**config.mk**
```make
export PLATFORM = sky130hd
export DESIGN_NAME = multicycle_control
export DESIGN_NICKNAME = d
export VERILOG_FILES = /design/src/rtl/multicycle_control_pkg.sv /design/src/rtl/multicycle_control_instret_counter.sv /design/src/rtl/multicycle_control.sv
export SDC_FILE = /design/constraint.sdc
export NUM_CORES = 1
export LEC_CHECK = 0
export CORE_MARGIN = 2
export CORE_UTILIZATION = 51
export DETAILED_ROUTE_END_ITERATION = 10
export GPL_TIMING_DRIVEN = 1
export PLACE_DENSITY_LB_ADDON = 0.05
export SYNTH_ARGS = -nofsm -noshare
export SYNTH_HDL_FRONTEND = slang
export SYNTH_SLANG_ARGS = --single-unit
```
**constraint.sdc**
```tcl
create_clock -name clk -period 4.1 [get_ports clk]
set_input_delay 0.41 -clock clk [delete_from_list [all_inputs] [get_ports clk]]
set_output_delay 0.41 -clock clk [all_outputs]
set_load 0.02 [all_outputs]
```
**src/rtl/multicycle_control_pkg.sv**
```systemverilog
// Shared definitions for the multicycle control unit.
//   - state_e      : FSM state encoding (also exported on the debug state port)
//   - OP_*         : instruction opcode[6:2] major-opcode codes
//   - ALUOP_*      : ALUOp codes consumed by the ALU control unit
//   - PC_*         : pc_src mux codes
//   - WB_*         : wb_sel mux codes
//   - opcode_legal : legality check of a full 7-bit opcode
package multicycle_control_pkg;

    typedef enum logic [2:0] {
        ST_FETCH  = 3'd0,
        ST_DECODE = 3'd1,
        ST_EXEC   = 3'd2,
        ST_MEM    = 3'd3,
        ST_WB     = 3'd4,
        ST_HALT   = 3'd5
    } state_e;

    localparam logic [4:0] OP_R      = 5'b01100;
    localparam logic [4:0] OP_IMM    = 5'b00100;
    localparam logic [4:0] OP_LOAD   = 5'b00000;
    localparam logic [4:0] OP_STORE  = 5'b01000;
    localparam logic [4:0] OP_BRANCH = 5'b11000;
    localparam logic [4:0] OP_JAL    = 5'b11011;
    localparam logic [4:0] OP_JALR   = 5'b11001;
    localparam logic [4:0] OP_LUI    = 5'b01101;
    localparam logic [4:0] OP_AUIPC  = 5'b00101;
    localparam logic [4:0] OP_FENCE  = 5'b00011;
    localparam logic [4:0] OP_SYSTEM = 5'b11100;

    localparam logic [1:0] ALUOP_ADD  = 2'b00;
    localparam logic [1:0] ALUOP_SUB  = 2'b01;
    localparam logic [1:0] ALUOP_FUNC = 2'b10;

    localparam logic [1:0] PC_PLUS4 = 2'b00;
    localparam logic [1:0] PC_IMM   = 2'b01;
    localparam logic [1:0] PC_ALU   = 2'b10;

    localparam logic [1:0] WB_ALU = 2'b00;
    localparam logic [1:0] WB_MEM = 2'b01;
    localparam logic [1:0] WB_PC4 = 2'b10;

    function automatic logic opcode_legal(input logic [6:0] op);
        logic ok;
        ok = 1'b0;
        if (op[1:0] == 2'b11) begin
            case (op[6:2])
                OP_R, OP_IMM, OP_LOAD, OP_STORE, OP_BRANCH, OP_JAL,
                OP_JALR, OP_LUI, OP_AUIPC, OP_FENCE, OP_SYSTEM: ok = 1'b1;
                default: ok = 1'b0;
            endcase
        end
        return ok;
    endfunction

endpackage

```
**src/rtl/multicycle_control_instret_counter.sv**
```systemverilog
// Retired-instruction counter.
//   clk   : rising-edge clock
//   rst   : asynchronous active-high clear
//   en    : count enable (one increment per enabled cycle)
//   count : current count, wraps from all-ones to zero silently
module instret_counter #(
    parameter int W = 32
) (
    input  logic         clk,
    input  logic         rst,
    input  logic         en,
    output logic [W-1:0] count
);

    logic [W-1:0] count_q;
    logic [W-1:0] count_d;

    always_comb begin
        count_d = count_q;
        if (en) count_d = count_q + {{(W-1){1'b0}}, 1'b1};
    end

    always_ff @(posedge clk or posedge rst) begin
        if (rst) count_q <= '0;
        else     count_q <= count_d;
    end

    assign count = count_q;

endmodule

```
**src/rtl/multicycle_control.sv**
```systemverilog
// Multicycle RISC-V style control FSM: FETCH, DECODE, EXEC, MEM, WB, HALT.
// Inputs : clk, rst (async active-high), opcode[6:0] from IR,
//          mem_ready (memory completes this cycle), branch_taken (ALU flags).
// Outputs: mem_req/mem_we, ir_write/pc_write/reg_write, pc_src, wb_sel,
//          ALUOp, alu_src_a/alu_src_b, retire pulse, instret count,
//          halted/illegal status and the debug state code.
// Memory handshake: a request is outstanding while mem_req=1; it completes
// in the cycle where mem_ready=1 is seen together with mem_req=1.
// mem_ready in any other cycle has no effect.
module multicycle_control
    import multicycle_control_pkg::*;
#(
    parameter int INSTRET_W = 32
) (
    input  logic                 clk,
    input  logic                 rst,
    input  logic [6:0]           opcode,
    input  logic                 mem_ready,
    input  logic                 branch_taken,
    output logic                 mem_req,
    output logic                 mem_we,
    output logic                 ir_write,
    output logic                 pc_write,
    output logic                 reg_write,
    output logic [1:0]           pc_src,
    output logic [1:0]           wb_sel,
    output logic [1:0]           ALUOp,
    output logic                 alu_src_a,
    output logic                 alu_src_b,
    output logic                 retire,
    output logic [INSTRET_W-1:0] instret,
    output logic                 halted,
    output logic                 illegal,
    output logic [2:0]           state
);

    state_e     state_q, state_d;
    logic       illegal_q, illegal_d;
    logic [4:0] opc;

    assign opc = opcode[6:2];

    always_ff @(posedge clk or posedge rst) begin
        if (rst) begin
            state_q   <= ST_FETCH;
            illegal_q <= 1'b0;
        end else begin
            state_q   <= state_d;
            illegal_q <= illegal_d;
        end
    end

    always_comb begin
        state_d   = state_q;
        illegal_d = illegal_q;
        mem_req   = 1'b0;
        mem_we    = 1'b0;
        ir_write  = 1'b0;
        pc_write  = 1'b0;
        reg_write = 1'b0;
        retire    = 1'b0;
        pc_src    = PC_PLUS4;
        wb_sel    = WB_ALU;
        ALUOp     = ALUOP_ADD;
        alu_src_a = 1'b0;
        alu_src_b = 1'b0;
        // Reset is asynchronous, so outputs are forced quiet while rst is
        // high rather than waiting for the state register to settle.
        if (!rst) begin
            case (state_q)
                ST_FETCH: begin
                    mem_req = 1'b1;
                    if (mem_ready) begin
                        ir_write = 1'b1;
                        state_d  = ST_DECODE;
                    end
                end
                ST_DECODE: begin
                    if (!opcode_legal(opcode)) begin
                        state_d   = ST_HALT;
                        illegal_d = 1'b1;
                    end else if (opc == OP_SYSTEM) begin
                        state_d = ST_HALT;
                    end else begin
                        state_d = ST_EXEC;
                    end
                end
                ST_EXEC: begin
                    case (opc)
                        OP_R, OP_IMM: ALUOp = ALUOP_FUNC;
                        OP_BRANCH:    ALUOp = ALUOP_SUB;
                        default:      ALUOp = ALUOP_ADD;
                    endcase
                    // LUI uses rs1 path; the datapath selects x0 there.
                    alu_src_b = !((opc == OP_R) || (opc == OP_BRANCH));
                    alu_src_a = (opc == OP_AUIPC) || (opc == OP_JAL);
                    if ((opc == OP_LOAD) || (opc == OP_STORE)) begin
                        state_d = ST_MEM;
                    end else if (opc == OP_BRANCH) begin
                        pc_write = 1'b1;
                        pc_src   = branch_taken ? PC_IMM : PC_PLUS4;
                        retire   = 1'b1;
                        state_d  = ST_FETCH;
                    end else if (opc == OP_FENCE) begin
                        pc_write = 1'b1;
                        retire   = 1'b1;
                        state_d  = ST_FETCH;
                    end else begin
                        state_d = ST_WB;
                    end
                end
                ST_MEM: begin
                    mem_req = 1'b1;
                    mem_we  = (opc == OP_STORE);
                    if (mem_ready) begin
                        if (opc == OP_STORE) begin
                            pc_write = 1'b1;
                            retire   = 1'b1;
                            state_d  = ST_FETCH;
                        end else begin
                            state_d = ST_WB;
                        end
                    end
                end
                ST_WB: begin
                    reg_write = 1'b1;
                    pc_write  = 1'b1;
                    retire    = 1'b1;
                    if (opc == OP_LOAD)                          wb_sel = WB_MEM;
                    else if ((opc == OP_JAL) || (opc == OP_JALR)) wb_sel = WB_PC4;
                    if (opc == OP_JAL)       pc_src = PC_IMM;
                    else if (opc == OP_JALR) pc_src = PC_ALU;
                    state_d = ST_FETCH;
                end
                ST_HALT: begin
                    state_d = ST_HALT;
                end
                default: begin
                    state_d = ST_FETCH;
                end
            endcase
        end
    end

    instret_counter #(.W(INSTRET_W)) u_instret (
        .clk   (clk),
        .rst   (rst),
        .en    (retire),
        .count (instret)
    );

    assign halted  = (state_q == ST_HALT);
    assign illegal = illegal_q;
    assign state   = state_q;

endmodule

```
==> results.sh <==
export IMPL_status="completed"
export IMPL_diodes=0
export IMPL_grtUsageTotal=0.2180
export IMPL_ant_nets=0
export IMPL_drc=0
export IMPL_dieArea_um2=4716
export IMPL_post_cts_setup_buffer_count=0
export IMPL_final_common_cell="clkdlybuf4s50_1"
export IMPL_fin_crit_ps=3463
export IMPL_rsz0062_at_grt="false"
export IMPL_finClkSkew_ps=6.849
export IMPL_reg2reg_to="u_instret.count[1]"
export IMPL_most_common_layout_cells="clkdlybuf4s50_1, dfrtp_1, xnor2_1, nand3_1"
export IMPL_syn_avg_cell_area_um2=9.524
export IMPL_timing_final_max_slew_violations=0
export IMPL_avgRoutedWirePerCell_um=14.11
export IMPL_synth_area_um2=2133
export IMPL_max_cap_viol_count=0
export IMPL_arrival_ps=3050
export IMPL_first_pass_iters=4
export IMPL_fin_hold_ws_ps=471.7
export IMPL_clock_sink_count=36
export IMPL_dr_total_vias=1808
export IMPL_drtIter0Drc=173
export IMPL_ff_latch_area_um2=900.9
export IMPL_syn_nets=239
export IMPL_combinationalPowerShare=0.239
export IMPL_critPathLaunchType="input port"
export IMPL_grt_pass1_wl_mm=7.679
export IMPL_postCtsResizedCells=0
export IMPL_required_ps=3690
export IMPL_postCtsHoldBufs=0
export IMPL_port_buffers=61
export IMPL_cp_startpoint="opcode[2]"
export IMPL_tightest_slew_ps=667.2
export IMPL_cts_root_buf="clkbuf_8"
export IMPL_p_int_mw=0.6046
export IMPL_cts_max_path_buffers=2
export IMPL_core_rowCount=23
export IMPL_tritoncts="done"
export IMPL_worstReg2RegStart="state[0]"
export IMPL_yosysWarnings=0
export IMPL_initial_core_util=0.5333
export IMPL_cellPowerDensity_nw_per_um2=311.0
export IMPL_multiInputGateArea_um2=1122
export IMPL_fin_setup_tns_ps=0
export IMPL_endpoint="retire"
export IMPL_path_class="in2out"
export IMPL_ys_flop_type="dfrtp_1"
export IMPL_clk_latency_ps=280
export IMPL_drt_wl_total_mm=4.628
export IMPL_relSlewSlack=0.5489
export IMPL_async_flop_share=1.000
export IMPL_grt_max_degree=40
export IMPL_die_h_um=68.68
export IMPL_seq_power_share=0.469
export IMPL_via_per_inst=5.512
export IMPL_fmax_mhz=288.8
export IMPL_num_nets_final=292
export IMPL_htree_levels=2
export IMPL_area_growth_pct=32.32
export IMPL_p_total_mw=0.8777
export IMPL_p_sw_frac=0.3112
export IMPL_grt_pass1_vias=1640
export IMPL_gp_congestion=0.7360
export IMPL_grt_ovfl_total=0
export IMPL_power_leakage_nw=1.118
export IMPL_finalSetupViolations=0
export IMPL_synth_edff_count=0
export IMPL_reg2reg_slack_ps=1590
export IMPL_synth_seq_area_share=0.4223
export IMPL_dpl_hpwl_mm=3.361
export IMPL_ys_ff_latch=36
export IMPL_hold_path_class="reg2reg"
export IMPL_reg2reg_depth=5
export IMPL_clkSlewWorstSetupHoldPaths_ps=70
export IMPL_clkPwrFrac=0.293
export IMPL_path_max_fanout=10
export IMPL_cts_buffers=5
export IMPL_synthCells=224
export IMPL_die_w_um=68.68
export IMPL_antenna_found_initial=0
export IMPL_finalHoldViolCount=0
export IMPL_drive_gt1_frac=0.05396
export IMPL_ir_drop_mv=0.2679
export IMPL_p_sw_mw=0.2731
export IMPL_fill_cells=338
export IMPL_crit_path_end_kind="output pin"
export IMPL_finalCritPeriodShare=0.8447
export IMPL_synth_distinct_cells=45
export IMPL_core_um2=4000
export IMPL_ios=62
power by group through the flow:
stage / registers [mW] / logic, mW / clock network (mW)
global placement: 0.418 / 0.209 / 0
finish: 0.411 / 0.210 / 0.257
global route: 0.417 / 0.231 / 0.280
CTS: 0.411 / 0.212 / 0.265
floorplan: 0.416 / 0.135 / 0
detailed placement: 0.418 / 0.212 / 0
per-stage QoR:
stage,area [um^2],cells,util,setup slack [ps]
after floorplan,2133,224,-,1170
after global placement,2730,320,0.6825,697.9
after detailed placement,2730,320,0.6825,646.7
after CTS,2823,328,0.7057,632.7
after global routing,2823,328,0.7057,365.8
final,2823,328,0.7057,636.8
registers in the layout (all words and copies together), names as in the netlist:
name             cells
state                3
illegal              1
u_instret.count     32
cell families after synthesis:
logic type | synth area share
adders and majority gates | 0.02346
DFF | 0.4223
and+or+nand+nor | 0.2768
xor gates and xnor gates | 0.1355
muxes | 0.005278
buffers and inverters | 0.05161
AOI/OAI and AO/OA | 0.08505
Yosys cell counts (5+ instances only):
master,instances,share of area
nand2_1,13,0.023
nand3_1,20,0.047
clkbuf_1,9,0.016
inv_1,5,0.0088
and3_1,9,0.026
xnor2_1,30,0.12
nor2_1,15,0.026
a21oi_1,6,0.014
nand4_1,15,0.044
nor3_1,6,0.014
and2_1,8,0.023
dfrtp_1,36,0.42
metal layers:
| layer | share of wire | track usage | vias to the layer above | wire (um) |
|---|---|---|---|---|
| met5 | 0 | 0 | - | 0 |
| met4 | 0.011 | 0.06250 | 0 | 52 |
| met3 | 0.057 | 0.04545 | 4 | 266 |
| met2 | 0.48 | 0.3522 | 53 | 2228 |
| met1 | 0.45 | 0.2957 | 859 | 2080 |
| li1 | - | - | 892 | - |
worst max-delay path, cell delays in order:
cell	delay, ps
clkdlybuf4s50_1	480
inv_1	90
ha_1	320
nor4bb_1	490
a41oi_1	340
a21oi_4	280
clkdlybuf4s50_1	630
worst min-delay path by stage:
stage	endpoint	depth (start not counted)	slack, ps	startpoint
floorplan	illegal	2	570	illegal
global placement	illegal	2	450	illegal
detailed placement	illegal	2	460	illegal
CTS	u_instret.count[31]	1	480	u_instret.count[31]
global route	u_instret.count[31]	1	500	u_instret.count[31]
finish	u_instret.count[31]	1	470	u_instret.count[31]
area by class of cell:
type / count / share of cell area
clock buffer: 6 / 0.02926
clock inverter: 2 / 0.003546
sequential: 36 / 0.3191
timing repair buffer: 63 / 0.2216
tap: 50 / 0.02216
multi-input combinational: 166 / 0.3976
inverter: 5 / 0.006649
(Power assumes the default switching activity.)
